[config.mk]
export PLATFORM = sky130hd
export DESIGN_NAME = shake_dump_stage
export DESIGN_NICKNAME = d
export VERILOG_FILES = /design/src/rtl/shake_dump_pkg.sv /design/src/rtl/shake_dump_buffer.sv /design/src/rtl/shake_dump_stage.sv
export SDC_FILE = /design/constraint.sdc
export NUM_CORES = 2
export LEC_CHECK = 0
export CORE_AREA = 5 5 562 564
export CTS_BUF_LIST = sky130_fd_sc_hd__clkbuf_2 sky130_fd_sc_hd__clkbuf_4 sky130_fd_sc_hd__clkbuf_8
export DETAILED_ROUTE_END_ITERATION = 8
export DIE_AREA = 0 0 567 569
export GPL_TIMING_DRIVEN = 0
export PLACE_DENSITY = 0.5
export SETUP_SLACK_MARGIN = 0.4
export SYNTH_ARGS = -nofsm -noshare
export SYNTH_HDL_FRONTEND = slang
export SYNTH_SLANG_ARGS = --single-unit
[constraint.sdc]
create_clock -name clk -period 70.1 [get_ports clk]
set_input_delay 14.02 -clock clk [delete_from_list [all_inputs] [get_ports clk]]
set_output_delay 14.02 -clock clk [all_outputs]
set_load 0.01 [all_outputs]
[src/rtl/shake_dump_pkg.sv]
// Purpose: shared types, rate constants and word-count/keep helper for the SHAKE dump stage.
// Latency: n/a (combinational helper only).
// Backpressure: n/a.
package shake_dump_pkg;

  typedef enum logic {
    IDLE  = 1'b0,
    DRAIN = 1'b1
  } state_t;

  typedef enum logic {
    SHAKE128 = 1'b0,
    SHAKE256 = 1'b1
  } mode_t;

  localparam int RATE128_BYTES = 168;
  localparam int RATE256_BYTES = 136;

  // Per-block drain descriptor captured at load time.
  typedef struct packed {
    logic       last;   // block is the final block of the digest
    logic [7:0] cnt;    // words to emit
    logic [7:0] keep;   // byte mask for the final word (low word_bytes bits used)
  } blk_info_t;

  // Map mode and requested byte count to a word count and a final-word keep mask.
  // Non-last blocks, N=0 and N above the rate all drain the full rate.
  function automatic blk_info_t dump_calc(mode_t m, logic last, logic [7:0] n, int word_bytes);
    blk_info_t r;
    int        rate;
    int        eff;
    int        rem;
    rate = (m == SHAKE256) ? RATE256_BYTES : RATE128_BYTES;
    eff  = rate;
    if (last && (n != 8'd0) && (int'(n) <= rate)) eff = int'(n);
    rem    = eff % word_bytes;
    r.last = last;
    r.cnt  = 8'((eff + word_bytes - 1) / word_bytes);
    r.keep = (rem == 0) ? 8'((1 << word_bytes) - 1) : 8'((1 << rem) - 1);
    return r;
  endfunction

endpackage

[src/rtl/shake_dump_buffer.sv]
// Purpose: parallel-load block register that shifts right by one output word per step.
// Latency: load/shift visible one cycle after the strobe.
// Backpressure: none internally; the owner only strobes i_shift on an accepted word.
module shake_dump_buffer #(
  parameter int W      = 1344,
  parameter int DATA_W = 64,
  parameter int OUT_W  = 64
) (
  input  logic             clk,
  input  logic             rst,
  input  logic             i_load,
  input  logic             i_shift,
  input  logic [W-1:0]     i_dat,
  output logic [OUT_W-1:0] o_q
);

  logic [W-1:0] r_q;

  // Load wins over shift; a shift exposes the next word at the bottom.
  always_ff @(posedge clk or posedge rst) begin
    if (rst)          r_q <= '0;
    else if (i_load)  r_q <= i_dat;
    else if (i_shift) r_q <= r_q >> DATA_W;
  end

  assign o_q = r_q[OUT_W-1:0];

endmodule

[src/rtl/shake_dump_stage.sv]
// Purpose: streams a rate-sized SHAKE output block as DATA_W words with byte keep and last; optional shadow register via SHAKE_DUMP_DOUBLE_BUFFER_EN.
// Latency: load at t gives word 0 at t+1, then one word per cycle while ready_in=1.
// Backpressure: words hold stable while ready_in=0; loads while unavailable are dropped and set sticky overflow_err.
module shake_dump_stage
  import shake_dump_pkg::*;
#(
  parameter int DATA_W     = 64,
  parameter int MAX_RATE_W = 1344
) (
  input  logic                  clk,
  input  logic                  rst,
  input  logic                  mode,
  input  logic [MAX_RATE_W-1:0] block_in,
  input  logic                  block_we_in,
  input  logic                  last_block_in,
  input  logic [7:0]            last_bytes_in,
  output logic                  output_buffer_available_wr,
  output logic [DATA_W-1:0]     data_out,
  output logic [DATA_W/8-1:0]   keep_out,
  output logic                  valid_out,
  input  logic                  ready_in,
  output logic                  last_out,
  output logic                  overflow_err
);

  localparam int KW = DATA_W / 8;

  state_t                r_state, w_state_nxt;
  logic [7:0]            r_cnt;
  logic [7:0]            r_keep_fin;
  logic                  r_last;
  logic                  r_ovf;
  logic                  w_avail, w_accept, w_hs, w_final;
  logic                  w_load_direct, w_promote, w_load_main;
  blk_info_t             w_new_info, w_load_info;
  logic [MAX_RATE_W-1:0] w_load_dat;
  logic [DATA_W-1:0]     w_word;

  assign w_new_info = dump_calc(mode_t'(mode), last_block_in, last_bytes_in, KW);
  assign w_hs       = (r_state == DRAIN) && ready_in;
  assign w_final    = w_hs && (r_cnt == 8'd1);
  assign w_accept   = block_we_in && w_avail;

`ifdef SHAKE_DUMP_DOUBLE_BUFFER_EN
  logic                  r_sh_full;
  blk_info_t             r_sh_info;
  logic [MAX_RATE_W-1:0] w_sh_q;
  logic                  w_park;

  // A load that lands on the final handshake with an empty shadow goes straight to the drain buffer.
  assign w_avail       = !r_sh_full;
  assign w_promote     = w_final && r_sh_full;
  assign w_load_direct = w_accept && ((r_state == IDLE) || (w_final && !r_sh_full));
  assign w_park        = w_accept && !w_load_direct;
  assign w_load_dat    = w_promote ? w_sh_q : block_in;
  assign w_load_info   = w_promote ? r_sh_info : w_new_info;

  shake_dump_buffer #(.W(MAX_RATE_W), .DATA_W(DATA_W), .OUT_W(MAX_RATE_W)) u_shadow (
    .clk     (clk),
    .rst     (rst),
    .i_load  (w_park),
    .i_shift (1'b0),
    .i_dat   (block_in),
    .o_q     (w_sh_q)
  );

  // Track shadow occupancy and its descriptor.
  always_ff @(posedge clk or posedge rst) begin
    if (rst) begin
      r_sh_full <= 1'b0;
      r_sh_info <= '0;
    end else if (w_park) begin
      r_sh_full <= 1'b1;
      r_sh_info <= w_new_info;
    end else if (w_promote) begin
      r_sh_full <= 1'b0;
    end
  end
`else
  assign w_avail       = (r_state == IDLE);
  assign w_promote     = 1'b0;
  assign w_load_direct = w_accept;
  assign w_load_dat    = block_in;
  assign w_load_info   = w_new_info;
`endif

  assign w_load_main = w_load_direct || w_promote;

  shake_dump_buffer #(.W(MAX_RATE_W), .DATA_W(DATA_W), .OUT_W(DATA_W)) u_drain (
    .clk     (clk),
    .rst     (rst),
    .i_load  (w_load_main),
    .i_shift (w_hs && !w_final),
    .i_dat   (w_load_dat),
    .o_q     (w_word)
  );

  // State register.
  always_ff @(posedge clk or posedge rst) begin
    if (rst) r_state <= IDLE;
    else     r_state <= w_state_nxt;
  end

  // Next state and output decode; outputs are zero outside DRAIN.
  always_comb begin
    w_state_nxt = r_state;
    valid_out   = 1'b0;
    data_out    = '0;
    keep_out    = '0;
    last_out    = 1'b0;
    case (r_state)
      IDLE: begin
        if (w_load_main) w_state_nxt = DRAIN;
      end
      DRAIN: begin
        valid_out = 1'b1;
        data_out  = w_word;
        keep_out  = (r_cnt == 8'd1) ? r_keep_fin[KW-1:0] : '1;
        last_out  = r_last && (r_cnt == 8'd1);
        if (w_final && !w_load_main) w_state_nxt = IDLE;
      end
      default: w_state_nxt = IDLE;
    endcase
  end

  // Word counter and final-word descriptor.
  always_ff @(posedge clk or posedge rst) begin
    if (rst) begin
      r_cnt      <= '0;
      r_keep_fin <= '0;
      r_last     <= 1'b0;
    end else if (w_load_main) begin
      r_cnt      <= w_load_info.cnt;
      r_keep_fin <= w_load_info.keep;
      r_last     <= w_load_info.last;
    end else if (w_hs) begin
      r_cnt      <= r_cnt - 8'd1;
    end
  end

  // Sticky flag for loads arriving while the stage cannot take them.
  always_ff @(posedge clk or posedge rst) begin
    if (rst)                          r_ovf <= 1'b0;
    else if (block_we_in && !w_avail) r_ovf <= 1'b1;
  end

  assign output_buffer_available_wr = w_avail;
  assign overflow_err               = r_ovf;

endmodule

==> metrics.md <==
| Metric | Value |
|---|---|
| Outcome | `complete, no violations` |
| Die X | `567 µm` |
| CTS buffer count | `roughly 280` |
| First DRT Iteration DRCs | `between 5000 and 6000` |
| Initial antenna violation count | `177` |
| Setup crit start | `r_state` |
| Share of the synthesized area in the top cell type | `53.84%` |
| Most used cell along the critical path | `clkbuf_1` |
| Yosys cell types | `43` |
| Final Skew | `59.38 ps` |
| All-Layer GR Usage | `23.96%` |
| Leak pwr | `36.76 nW` |
| Drt wl/cell | `29.92 µm` |
| Clock slew at reported path FFs | `60 ps` |
| Starting Density | `20.41%` |
| Max clock buf depth | `4` |
| Worst-path maximum fanout | `11` |
| # resized after CTS | `0` |
| Worst R2R Start | `r_state` |
| Seq/Total Area, Yosys | `53.84%` |
| Synth area leader | `dfrtp_1` |
| # setup viols final | `0` |
| H-tree depth | `5` |
| Crit-path cells | `clkbuf_1 -> clkbuf_1 -> clkbuf_1 -> and2_1 -> clkdlybuf4s50_1` |
| Fillers | `33415` |
| NetSw | `1.228 mW` |
| Hold Path Cell Cnt | `1` |
| Bufs and invs on worst path | `4` |
| Clock tree from TritonCTS | `built` |
| Sw Ratio | `between 30% and 40%` |
| Max-cap check violation count | `0` |
| RSZ-0062 raised after global routing | `no` |
| Clock power share | `27.7%` |
| Kind of critical path | `flip-flop to output port` |
| Critical Path End | `data_out[41]` |
| Crit share post-route | `25.72%` |
| Hold-fix buffers, CTS | `0` |
| Critical Path Max Stage Delay | `680 ps` |
| Drt first pass iters | `5` |
| Cell-internal power | `2.062 mW` |
| Syn Area/Cell | `8.644 µm²` |
| Maximum vdd drop | `roughly 0.013 mV` |
| Sequential share of power | `42.4%` |
| Number of global-route vias before repair | `64849` |
| Die area | `322600 µm²` |
| Syn Nets | `8693` |
| Mapped Area | `63350 µm²` |
| # clock sinks | `1363` |
| Max-slew violations | `0` |
| Worst path arrival time | `~4000 ps` |
| Largest net degree at the start of global routing | `between 100 and 150` |
| Vias | `just over 60000` |
| Antenna viol nets, final | `0` |
| Routability cong. | `1.002` |
| Worst Tran Pin Value | `1265 ps` |
| Critical Path RT | `between 50000 and 60000 ps` |
| Core area | `between 300000 and 400000 µm²` |
| Worst reg2reg endpoint | `u_drain.r_q[824]` |
| Hold Worst Slack | `467.4 ps` |
| Kind of end point of the critical path | `output port` |
| Fmax | `0.05546 GHz` |
| Layout Utilization | `~29%` |
| Layout cells sized above 1 | `10.56%` |
| Gr ovfl total | `0` |
| Reg2reg setup slack | `around 66000 ps` |
| First-pass GRT wire length | `535600 µm` |
| Setup crit start kind | `flip-flop` |
| Port Buffers | `1430` |
| Slew Limit Headroom | `15.64%` |
| I/O pins | `between 1000 and 1500` |
| Row count | `slightly above 200` |
| DRC viols | `0` |
| Logic depth of the worst path, buffers included | `5` |
| #FFs+latches synth | `~1400` |
| Layout area overhead | `40.95%` |
| Final hold vios | `0` |
| DP HPWL | `approximately 340000 µm` |
| Routed WL | `402300 µm` |
| Chip height | `roughly 570 µm` |
| Slowest CP cell | `clkbuf_1` |
| Nets@finish | `10413` |
| Post-CTS Setup Repair Bufs | `0` |
| Cell count after synthesis | `7329` |
| Area contributors post-synth | `dfrtp_1 54%, nand2_1 15%, a31oi_1 12%` |
| Crit path time final | `18030 ps` |
| Via density | `4.639` |
| YS warnings | `0` |
| CTS root buf | `clkbuf_8` |
| Worst hold path type | `flip-flop to flip-flop` |
| Delay-heaviest family, CP | `buffers and inverters` |
| Reg2reg path depth | `8` |
| Clk_lat worst skew | `990 ps` |
| Combinational share of power | `30.0%` |
| P per Cell Area | `around 37 nW/µm²` |
final cells by class:
cell class              instances  area, µm²  share of cell area [%]
clock buffers                 432       5414                   6.063
plain buffers                 599       4260                   4.771
multi-input cells            5361      24970                   27.96
well taps                    4140       5180                   5.801
diodes                         57      142.6                  0.1597
repair buffers               1443      14660                   16.42
inverters                       6      30.03                 0.03363
flip-flops and latches       1363      34110                   38.20
clock inverters                46      530.5                  0.5941
worst min-delay path by stage:
stage	startpoint	endpoint
after floorplan	r_keep_fin[0]	r_keep_fin[0]
after global placement	overflow_err	overflow_err
after detailed placement	r_keep_fin[0]	r_keep_fin[0]
after CTS	r_keep_fin[0]	r_keep_fin[0]
after global routing	r_keep_fin[0]	r_keep_fin[0]
final	r_keep_fin[0]	r_keep_fin[0]
cells in the mapped netlist:
| master | n |
|---|---|
| nand2_1 | 2574 |
| dfrtp_1 | 1363 |
| nor2_1 | 1203 |
| a31oi_1 | 1187 |
| clkbuf_1 | 330 |
| buf_6 | 267 |
| nor2_2 | 105 |
| a31oi_2 | 100 |
| and2_1 | 65 |
| a22o_1 | 64 |
| ha_1 | 6 |
| nor3_1 | 6 |
| o21ai_0 | 6 |
| inv_1 | 5 |
| nand3_1 | 5 |
| xnor2_1 | 5 |
| a21oi_1 | 4 |
| a21o_1 | 3 |
| mux2_2 | 2 |
| nor2b_1 | 2 |
| o31a_1 | 2 |
| or3_1 | 2 |
| or4_1 | 2 |
| xor2_1 | 2 |
| a211oi_1 | 1 |
| a21oi_2 | 1 |
| a22oi_1 | 1 |
| a41o_1 | 1 |
| a41oi_1 | 1 |
| buf_1 | 1 |
| buf_2 | 1 |
| inv_2 | 1 |
| maj3_1 | 1 |
| nor4b_1 | 1 |
| o211ai_1 | 1 |
| o221ai_1 | 1 |
| o22a_1 | 1 |
| o311ai_0 | 1 |
| o31ai_1 | 1 |
| o41ai_1 | 1 |
| or2_2 | 1 |
| or4_4 | 1 |
| or4b_4 | 1 |
state kept, by name (all words and copies together), names as in the netlist:
signal        flops
overflow_err      1
r_cnt             8
r_keep_fin        8
r_last            1
r_state           1
u_drain.r_q    1344
metrics by stage:
step	area (µm²)	power (mW)	setup TNS, ps	worst slack [ps]	std cells
after floorplan	63350	1.863	0	17650	7329
after global placement	82840	2.395	-83760	-280.8	12899
after detailed placement	83200	2.408	0	51500	12912
after CTS	89150	3.331	0	51940	13390
after global routing	89220	3.465	0	51960	13420
final	89290	3.291	0	52070	13447
placed cells by master, fill, tap and decap left out, types with 85 or more instances in the layout:
cell / count
a31oi_1: 1187
a31oi_2: 100
buf_6: 267
clkbuf_1: 325
clkbuf_4: 85
clkbuf_8: 347
clkdlybuf4s50_1: 1430
dfrtp_1: 1363
nand2_1: 2574
nor2_1: 1203
nor2_2: 105
layer usage:
layer | global-route usage [%] | vias to the layer above | part of all wire, %
li1 | - | 28089 | -
met1 | 26.80 | 30859 | 38
met2 | 43.89 | 2655 | 52
met3 | 5.120 | 678 | 6.4
met4 | 10.06 | 102 | 4.5
met5 | 0 | - | 0.16
cells by family after synthesis:
group / count (synthesis) / synth area share, %
AND/OR/NAND/NOR: 3968 / 24.27
AO/OA/AOI/OAI: 1377 / 14.87
flip-flops: 1363 / 53.84
buffers and inverters: 605 / 6.751
XOR/XNOR: 7 / 0.09678
adder cells (fa/ha/maj): 7 / 0.1343
multiplexers: 2 / 0.03555
worst register-to-register path: cells and delay by family (launching register included):
kind,cells,cell delay [ps]
AOI/OAI and AO/OA,1,310
buffers and inverters,5,2960
DFF,1,350
and+or+nand+nor,2,890
power by group through the flow:
stage,logic (mW),clock network (mW),registers [mW]
floorplan,0.581,0,1.28
global route,1.08,0.962,1.42
global placement,0.990,0,1.41
finish,0.986,0.911,1.39
detailed placement,1.00,0,1.40
CTS,1.01,0.931,1.39
No activity file was read; power rests on OpenSTA's default activity.
